`config.mk`:
```
export PLATFORM = sky130hd
export DESIGN_NAME = somador_serial_hex_flat
export DESIGN_NICKNAME = d
export VERILOG_FILES = /design/src/rtl/somador_serial_hex_if.sv /design/src/rtl/somador_serial_hex.sv /design/src/flat_wrapper.sv
export SDC_FILE = /design/constraint.sdc
export NUM_CORES = 1
export LEC_CHECK = 0
export CELL_PAD_IN_SITES_DETAIL_PLACEMENT = 1
export CELL_PAD_IN_SITES_GLOBAL_PLACEMENT = 1
export CORE_MARGIN = 2
export CORE_UTILIZATION = 45
export CTS_CLUSTER_SIZE = 28
export DETAILED_ROUTE_END_ITERATION = 12
export DONT_BUFFER_PORTS = 1
export PLACE_DENSITY_LB_ADDON = 0.1
export SYNTH_ARGS = -nofsm -noshare
export SYNTH_HDL_FRONTEND = slang
export SYNTH_SLANG_ARGS = --single-unit
```
`constraint.sdc`:
```
create_clock -name CLOCK_50 -period 4.7 [get_ports CLOCK_50]
set_input_delay 0.94 -clock CLOCK_50 [delete_from_list [all_inputs] [get_ports CLOCK_50]]
set_output_delay 0.94 -clock CLOCK_50 [all_outputs]
set_load 0.005 [all_outputs]
```
`src/rtl/somador_serial_hex_if.sv`:
```
// rtl/somador_serial_hex_if.sv - start/busy/done handshake and operand/result bundle
interface somador_serial_hex_if #(
  parameter int WIDTH = 8
);
  logic             start;
  logic             sub;
  logic             cin;
  logic [WIDTH-1:0] a;
  logic [WIDTH-1:0] b;
  logic             busy;
  logic             done;
  logic [WIDTH-1:0] sum;
  logic             cout;

  modport master (output start, sub, cin, a, b, input busy, done, sum, cout);
  modport slave  (input start, sub, cin, a, b, output busy, done, sum, cout);
endinterface

```
`src/rtl/somador_serial_hex.sv`:
```
// rtl/somador_serial_hex.sv - bit-serial add/sub, one full-adder cell, hex display of result
module somador_serial_hex #(
  parameter int WIDTH = 8,
  parameter int NDIG  = 2
) (
  input  logic                 CLOCK_50,
  input  logic                 reset,
  somador_serial_hex_if.slave  bus,
  output logic [7*NDIG-1:0]    hex
);
  localparam int CW = $clog2(WIDTH);
  localparam int PW = 4 * NDIG;

  typedef enum logic [1:0] {IDLE, SHIFT, DONE} state_t;

  state_t           state;
  logic [WIDTH-1:0] ra;
  logic [WIDTH-1:0] rb;
  logic [WIDTH-1:0] res;
  logic [CW-1:0]    count;
  logic             carry;
  logic             s;
  logic             maj;
  logic             last;

  assign s    = ra[0] ^ rb[0] ^ carry;
  assign maj  = (ra[0] & rb[0]) | (ra[0] & carry) | (rb[0] & carry);
  assign last = (count == CW'(WIDTH - 1));

  always_ff @(posedge CLOCK_50) begin
    if (reset) begin
      state    <= IDLE;
      bus.busy <= 1'b0;
      bus.done <= 1'b0;
      bus.sum  <= '0;
      bus.cout <= 1'b0;
      count    <= '0;
      carry    <= 1'b0;
      ra       <= '0;
      rb       <= '0;
      res      <= '0;
    end else begin
      case (state)
        IDLE: begin
          bus.done <= 1'b0;
          if (bus.start) begin
            // Subtraction is a + ~b + 1: invert B and seed the carry flop.
            ra       <= bus.a;
            rb       <= bus.sub ? ~bus.b : bus.b;
            carry    <= bus.sub ? 1'b1 : bus.cin;
            count    <= '0;
            bus.busy <= 1'b1;
            state    <= SHIFT;
          end
        end
        SHIFT: begin
          res   <= {s, res[WIDTH-1:1]};
          carry <= maj;
          ra    <= ra >> 1;
          rb    <= rb >> 1;
          count <= count + 1'b1;
          if (last) begin
            // Final bit goes straight into the output register so sum never shows partials.
            bus.sum  <= {s, res[WIDTH-1:1]};
            bus.cout <= maj;
            bus.busy <= 1'b0;
            bus.done <= 1'b1;
            state    <= DONE;
          end
        end
        DONE: begin
          bus.done <= 1'b0;
          state    <= IDLE;
        end
        default: begin
          bus.busy <= 1'b0;
          bus.done <= 1'b0;
          state    <= IDLE;
        end
      endcase
    end
  end

  function automatic logic [6:0] seg7(input logic [3:0] v);
    case (v)
      4'h0: seg7 = 7'h40;
      4'h1: seg7 = 7'h79;
      4'h2: seg7 = 7'h24;
      4'h3: seg7 = 7'h30;
      4'h4: seg7 = 7'h19;
      4'h5: seg7 = 7'h12;
      4'h6: seg7 = 7'h02;
      4'h7: seg7 = 7'h78;
      4'h8: seg7 = 7'h00;
      4'h9: seg7 = 7'h10;
      4'hA: seg7 = 7'h08;
      4'hB: seg7 = 7'h03;
      4'hC: seg7 = 7'h46;
      4'hD: seg7 = 7'h21;
      4'hE: seg7 = 7'h06;
      default: seg7 = 7'h0E;
    endcase
  endfunction

  logic [PW-1:0] padded;

  always_comb begin
    padded             = '0;
    padded[WIDTH-1:0]  = bus.sum;
  end

  for (genvar k = 0; k < NDIG; k++) begin : g_dig
    assign hex[7*k +: 7] = seg7(padded[4*k +: 4]);
  end
endmodule

```
`src/flat_wrapper.sv`:
```
// flat-port wrapper written by rule: the top's interface ports become plain ports
module somador_serial_hex_flat 
#(
  parameter int WIDTH = 8,
  parameter int NDIG  = 2
)
  (CLOCK_50, reset, hex, bus_start, bus_sub, bus_cin, bus_a, bus_b, bus_busy, bus_done, bus_sum, bus_cout);
  somador_serial_hex_if #(.WIDTH(WIDTH)) bus_i ();
  input  logic CLOCK_50;
  input  logic reset;
  output logic [7*NDIG-1:0] hex;
  input wire logic [$bits(bus_i.start)-1:0] bus_start;
  input wire logic [$bits(bus_i.sub)-1:0] bus_sub;
  input wire logic [$bits(bus_i.cin)-1:0] bus_cin;
  input wire logic [$bits(bus_i.a)-1:0] bus_a;
  input wire logic [$bits(bus_i.b)-1:0] bus_b;
  output wire logic [$bits(bus_i.busy)-1:0] bus_busy;
  output wire logic [$bits(bus_i.done)-1:0] bus_done;
  output wire logic [$bits(bus_i.sum)-1:0] bus_sum;
  output wire logic [$bits(bus_i.cout)-1:0] bus_cout;
  assign bus_i.start = bus_start;
  assign bus_i.sub = bus_sub;
  assign bus_i.cin = bus_cin;
  assign bus_i.a = bus_a;
  assign bus_i.b = bus_b;
  assign bus_busy = bus_i.busy;
  assign bus_done = bus_i.done;
  assign bus_sum = bus_i.sum;
  assign bus_cout = bus_i.cout;
  somador_serial_hex #(.WIDTH(WIDTH), .NDIG(NDIG)) u_core (.CLOCK_50(CLOCK_50), .reset(reset), .bus(bus_i), .hex(hex));
endmodule
```
==> results by stage, run 1 <==
Outcome:
- The flow ran to the end, and the final reports show no timing, DRC or antenna violations.

Synth:
- The most used flip-flop cell after synthesis is dfxtp_1.
- The fraction of the yosys area taken by sequential cells is 42.9%.
- The dominant cell type by area after synthesis is dfxtp_1.
- Summing the areas of all and, or, nand and nor instances in the mapped netlist gives 17.6% of the synthesized area.
- Of the total synthesized cell area, the portion taken by XOR and XNOR cells is 3.13%.
- The synthesized area is 0.00252 sq mm.
- The cell count after synthesis is 281.
- During synthesis, Yosys emitted a total of 0 warnings.
- The proportion of netlist area held by the largest area contributor is 42.9%.
- The post-synth net total is 317.
- The async set-or-reset flop fraction in the synthesized netlist is 0%.
- In this run, synthesis produced a sequential element count of 54.
- The number of different library cells used by synthesis comes to 44.
- Among all cell types in the netlist, the one instantiated most often is dfxtp_1.
- Summing the areas of all compound-gate instances in the mapped netlist gives 17.5% of the synthesized area.
- In the synthesized netlist, the cells that appear most often are 54 x dfxtp_1, 50 x nor2_1, 22 x nand2_1.
- The average instance in the mapped netlist occupies 8.98 sq um.
- The share of cell area taken by muxes after synthesis is 5.75%.
- The synthesized design contains 0 enable-type register cells.
- The combinational family with the most area after synthesis is simple AND/OR/NAND/NOR gates.
- By area the synthesized netlist is led by dfxtp_1 43%, nor2_1 7.4%, ha_1 6.9%.
- The area share of fa/ha/maj cells after synthesis is 7.74%.

Clocking:
- Post-CTS repair changed the size of 0 cells.
- The quantity of hold-fixing buffers added after cts is 0.
- The TritonCTS clock tree is yes.
- Buffers added to address setup during post-CTS repair amount to 0.
- The number of buffers created by CTS is 5.
- Clock tree synthesis found a total of 54 sinks.
- The number of H-tree levels is 2.
- The worst-case clock buffer depth is 2.
- After clock tree synthesis, the clock-pin slew on the worst setup and hold paths is 0.10 ns.
- The later pin in the worst-skew pair is clocked with a latency of 0.31 ns.
- CTS placed an instance of clkbuf_8 at the clock tree root.

Placed design:
- Input and output buffers added on the ports amount to 0.
- Counting tap cells, the placed design contains a total of 336 instances.
- The HPWL after detailed placement is 3640 microns.
- Routability-driven placement finished with a final weighted congestion of 0.769.

Drt:
- The average routed wire per standard cell is 15.2 microns.
- The total number of vias is 1,898.
- For this run, design rule violations remaining after detail routing come to 0.
- After detailed routing, the number of vias per cell comes to 5.52.
- The DRC violation total after the first TritonRoute iteration is 104.
- The first-pass iteration count of the detailed router is 5.
- The final routed wirelength across all metal layers is 5220 microns.
- The number of nets with antenna violations after routing is 0.

Global routing:
- The overall overflow remaining after global route is 0.
- The first global-routing pass estimated 9030 microns of wire.
- The number of global-route vias before repair is 1,925.
- The maximum number of pins on one net before global-route repair is 49.
- The initial antenna violation count came to 0.
- Global routing used 18.0% of the available tracks across all layers.

Floorplan:
- The floorplan has 27 rows.
- The overall die area is 0.00622 sq mm.
- The number of top-level pins is 46.
- For this configuration, the core starts out at a cell density of 46.1%.
- The die height is 78.9 microns.
- The standard cell core area is 0.00547 sq mm.
- The horizontal extent of the die is 78.9 microns.

STA:
- The worst path uses 59.4% of the clock period.
- For the finished layout, the period the worst path requires is 2.79 ns.
- The max-slew violation count is 0.
- The hold violation total from the final report was 0.
- The worst clock skew is 0.0107 ns.
- Static timing analysis puts the maximum clock frequency at 0.358 GHz.
- The slew at the pin with the worst max-slew slack is 0.708 ns.
- Headroom to the max-slew limit came out at 52.7%.
- Setup violations remaining at the end of the flow were counted as 0.
- Setup repair after global routing left no endpoint under its margin.
- The final setup TNS is 0 ns.

Power:
- IR analysis of the VDD net gives a maximum drop of 160 uV.
- Summed over all cells, the static leakage comes to 1.10 nW.
- Power spread over the standard cell area amounts to 309 mW/mm^2.

Finish:
- The number of antenna diodes in the final layout is 0.
- Leaving out filler cells and counting taps, the final layout contains 344.
- The area added between synthesis and finish is 4.02%.
- The total number of nets in the final design is 307.
- The count of filler cells inserted in the layout is 673.
- In the final layout, the share of cells above drive strength 1 is 7.35%.

Worst setup path:
- Data arrives at the worst endpoint at 2.98 ns.
- The worst setup path is captured at a flop.
- The type of the setup path with the least slack is reg -> reg.
- The maximum fanout along the worst path is 6.
- The data required time at the worst endpoint is 4.89 ns.
- The worst setup path is launched from a flop.

Run:
- The number of violations of the max-capacitance limit is 0.

Hold path:
- The worst hold path belongs to the class reg -> reg.
power breakdown:
group	internal, mW	switching (mW)
clock network	0.105	0.156
logic	0.0292	0.0359
registers	0.474	0.0121
routing by layer:
layer / vias up / global-route usage, % / wire (microns)
li1: 950 / - / -
met1: 912 / 21.6 / 2420
met2: 32 / 32.2 / 2540
met3: 4 / 5.23 / 218
met4: 0 / 3.62 / 42
met5: - / 0 / 0
kinds of logic (layout without fill, tap and decap cells):
logic type / count (synthesis) / in the layout
flops: 54 / 54
mux: 12 / 12
buf+inv: 33 / 24
xor+xnor: 9 / 9
compound gates: 59 / 59
fa+ha+maj: 15 / 15
simple gates: 99 / 99
layout make-up:
| type | count | area [sq um] | share of cell area (%) |
|---|---|---|---|
| clock buffers | 5 | 68.8 | 2.62 |
| clock inverters | 3 | 21.3 | 0.811 |
| inverters | 16 | 60.1 | 2.29 |
| flip-flops and latches | 54 | 1080 | 41.2 |
| multi-input cells | 194 | 1300 | 49.6 |
| well taps | 72 | 90.1 | 3.43 |
critical path, cell delays in order, from the launching register on:
cell	delay, ns
dfxtp_1	0.37
ha_1	0.16
ha_1	0.28
and3b_1	0.39
nand2_1	0.12
a21oi_1	0.42
inv_1	0.16
ha_1	0.29
mux4_2	0.48
flip-flops by register name, summed over array words and instances (netlist names), 2 cells and up:
name / cells
u_core.hex: 14
u_core.bus.sum: 8
u_core.ra: 8
u_core.rb: 8
u_core.res: 7
u_core.count: 3
u_core.state: 2
metrics by stage:
stage	power, mW	utilization (%)	hold slack, ns	instance area (sq um)	setup WS, ns
2_1_floorplan	0.556	-	0.444	2520	2.29
3_3_place_gp	0.561	46.3	0.447	2530	2.05
3_5_place_dp	0.562	46.3	0.461	2530	1.90
4_1_cts	0.824	47.9	0.473	2620	1.89
5_1_grt	0.860	47.9	0.491	2620	1.64
6_report	0.812	47.9	0.469	2620	1.91
cell usage in the layout (no fill, tap or decap), drive strengths merged, types with 2 or more instances in the layout:
| master | n |
|---|---|
| a211oi | 3 |
| a21oi | 14 |
| a222oi | 7 |
| a22oi | 6 |
| a2bb2oi | 7 |
| a31oi | 2 |
| clkbuf | 5 |
| clkinv | 2 |
| dfxtp | 54 |
| ha | 14 |
| inv | 16 |
| mux2i | 11 |
| nand2 | 22 |
| nand2b | 2 |
| nand3 | 3 |
| nand3b | 3 |
| nor2 | 51 |
| nor3 | 11 |
| o21ai | 6 |
| o22ai | 7 |
| o31ai | 2 |
| or2 | 5 |
| xor2 | 8 |
path summary, 6_finish.rpt:
check,startpoint,to,slack [ns],cells after the start
min,u_core.res[6],u_core.res[5],0.47,2
min reg2reg,u_core.res[6],u_core.res[5],0.47,2
max reg2reg,u_core.count[0],u_core.hex[10],1.91,8
max,u_core.count[0],u_core.hex[10],1.91,8
No activity file was read; power rests on OpenSTA's default activity.
==> run 2, diff against run 1 <==
Clock period 4.7 ns to 2.89 ns, I/O delays scaled along.
==> run 2 against run 1 <==
- clock skew decreased by 0.0051 ns
- sequential share of layout area down 0.81 points
- largest cell class unchanged
- combinational power up 72%
- critical endpoint unchanged
==> results by stage, run 2 (same netlist as run 1, synthesis figures left out) <==
Drt:
- The residual DRC count is 0 (unchanged).
- The DRC violation total after the first TritonRoute iteration is 85 (-18%).
- The total number of vias is 1,922 (+1.3%).
- The final routed wirelength across all metal layers is 5260 microns (+0.80%).
- The via count normalized by instance count was 5.54 (+0.39%).
- The number of nets with antenna violations after routing is 0 (unchanged).
- The average routed wire per standard cell came to 15.2 microns (about the same).
- The first-pass iteration count of the detailed router came to 4 (-1).

Global routing:
- The initial antenna violation count came to 0 (unchanged).
- The wire length of the first global-routing pass is 9250 microns (+2.4%).
- The number of global-route vias before repair is 1,931 (+0.31%).
- The overall overflow remaining after global route is 0 (unchanged).
- The maximum number of pins on one net before global-route repair is 49 (unchanged).
- The global router's overall resource usage came to 18.5% (+0.50 points).

Floorplan:
- The standard cell core area is 0.00547 sq mm (unchanged).
- The starting density of the core is 46.1% (unchanged).
- The number of rows created at floorplan is 27 (unchanged).
- The overall die area is 0.00622 sq mm (unchanged).
- The horizontal extent of the die was 78.9 microns (unchanged).
- The number of top-level pins is 46 (unchanged).
- The die height was 78.9 microns (unchanged).

Placed design:
- The weighted congestion reported at the end of routability-driven placement was 0.779 (+1.3%).
- The total placed instance area is 0.00256 sq mm (+1.2%).
- The total instance count after detailed placement is 340 (+1.2%).
- The estimated wirelength of the detail-placed design came to 3770 microns (+3.5%).
- The pre-CTS setup slack is 0.233 ns (-1.66 ns).
- The number of buffer cells added on primary ports came to 0 (unchanged).

Clocking:
- The clock slew at the register clock pins of the worst setup and hold paths is 0.09 ns (about the same).
- The count of cells resized by post-cts repair is 0 (unchanged).
- The worst-case clock buffer depth came to 2 (unchanged).
- The post-CTS repair timing setup buffer count came to 0 (unchanged).
- The source-to-sink clock delay at the later pin of the worst-skew pair is 0.30 ns (about the same).
- The number of sinks handled by clock tree synthesis came to 54 (unchanged).
- The quantity of hold-fixing buffers added after cts is 0 (unchanged).
- The tree is rooted in a clkbuf_8.
- The number of buffers created by CTS is 5 (unchanged).
- TritonCTS built the clock tree.
- The number of H-tree levels is 2 (unchanged).

STA:
- The worst setup margin is 0.225 ns (-1.68 ns).
- The hold violation total from the final report came to 0 (unchanged).
- The final setup TNS is 0 ns (unchanged).
- The worst clock skew is 0.00559 ns (-0.00513 ns).
- The number of endpoints failing setup at the final stage came to 0 (unchanged).
- The slew at the pin with the worst max-slew slack came to 0.753 ns (+0.0458 ns).
- Setup repair after global routing left no endpoint under its margin.
- The final cycle utilization of the critical path is 92.2% (+33 points).
- The maximum clock rate is 0.375 GHz (+4.8%).
- The relative slew slack is 49.6% (-3.1 points).
- The tightest hold margin came to 0.339 ns (-0.130 ns).
- The max-slew violation count was 0 (unchanged).
- The clock period minus worst slack is 2.67 ns (-0.128 ns).

Power:
- The maximum VDD drop came to 269 uV (+69%).
- The total power is 1.42 mW (+75%).
- The power density relative to cell area came to 529 mW/mm^2 (+71%).
- The leakage dissipation is 1.13 nW (+3.0%).

Worst setup path:
- The maximum fanout along the worst path is 6 (unchanged).
- The arrival time at the worst endpoint is 2.85 ns (-0.13 ns).
- STA classifies the critical path endpoint as a flop.
- The data required time at the worst endpoint is 3.08 ns (-1.81 ns).
- The setup path with the least slack is of type reg -> reg.
- The launch point of the critical path is u_core.count[0].
- The startpoint of the worst-slack reg-to-reg timing path is u_core.count[0].
- STA classifies the critical path startpoint as a flop.

Finish:
- The post-route non-filler standard cell count is 347 (+0.87%).
- The area of all placed cells without fillers is 0.00268 sq mm (+2.0%).
- The number of flip-flops in the largest register came to 14 (unchanged).
- The count of filler cells inserted in the layout is 670 (-0.45%).
- The total number of nets in the final design is 311 (+1.3%).
- Relative to the synthesized area, the layout overhead comes to 6.10%.
- The utilization after layout came to 48.9% (+0.96 points).
- The leading cell type in the layout, fill and taps excluded is dfxtp_1.
- The total area of sequential cells is 0.00108 sq mm (unchanged).
- The share of post-route cells with drive strength above 1 is 8.36% (+1.0 points).
- The number of inserted diodes is 0 (unchanged).
- The area used by multi-input combinational logic came to 0.00130 sq mm (unchanged).
- The top cell types in the final layout, fill and taps aside, are 54 x dfxtp_1, 50 x nor2_1, 22 x nand2_1.

Run:
- The number of violations of the max-capacitance limit came to 0 (unchanged).

Hold path:
- The startpoint of the lowest-slack hold path is reset.
- The tightest min-delay check is of the in -> reg type.

Outcome:
- The run finished with clean final reports.
## run 2: cell types whose count changed in the layout (fill, tap and decap cells not counted), sizes merged
cell,change
clkinvlp,-1
clkinv,-2
clkbuf,+1
bufinv,+1
buf,+4
## run 2: path summary, 6_finish.rpt
kind                                          end  slack (ns)  cells after the start
worst max-delay path               u_core.hex[10]        0.22                      8
worst min-delay path            u_core.bus.sum[4]        0.34                      1
worst max register to register     u_core.hex[10]        0.22                      8
worst min register to register       u_core.carry        0.46                      2
## run 2: worst max-delay path, stage by stage (launching register included)
cell	delay (ns)
dfxtp_1	0.37
ha_1	0.17
ha_1	0.19
and3b_1	0.34
nand2_1	0.12
a21oi_1	0.43
inv_1	0.17
ha_1	0.28
mux4_2	0.47
## run 2: area by class of cell
type	count	area share, %
inverter	16	2.24
clock inverter	1	1.12
tap	72	3.37
timing repair buffer	4	1.12
sequential	54	40.4
clock buffer	6	3.09
multi-input combinational	194	48.7
## run 2: power breakdown
part / internal (mW) / switching, mW / leakage, nW
sequential: 0.770 / 0.0153 / 0.439
clock: 0.278 / 0.241 / 0.0573
combinational: 0.0492 / 0.0632 / 0.634
total: 1.10 / 0.319 / 1.13
## run 2: per-layer routing
metal	global-route usage [%]	up-vias	wire, microns
met5	0	-	0
met4	4.66	0	52
met3	4.66	6	212
met2	31.2	34	2550
met1	23.9	923	2450
li1	-	959	-
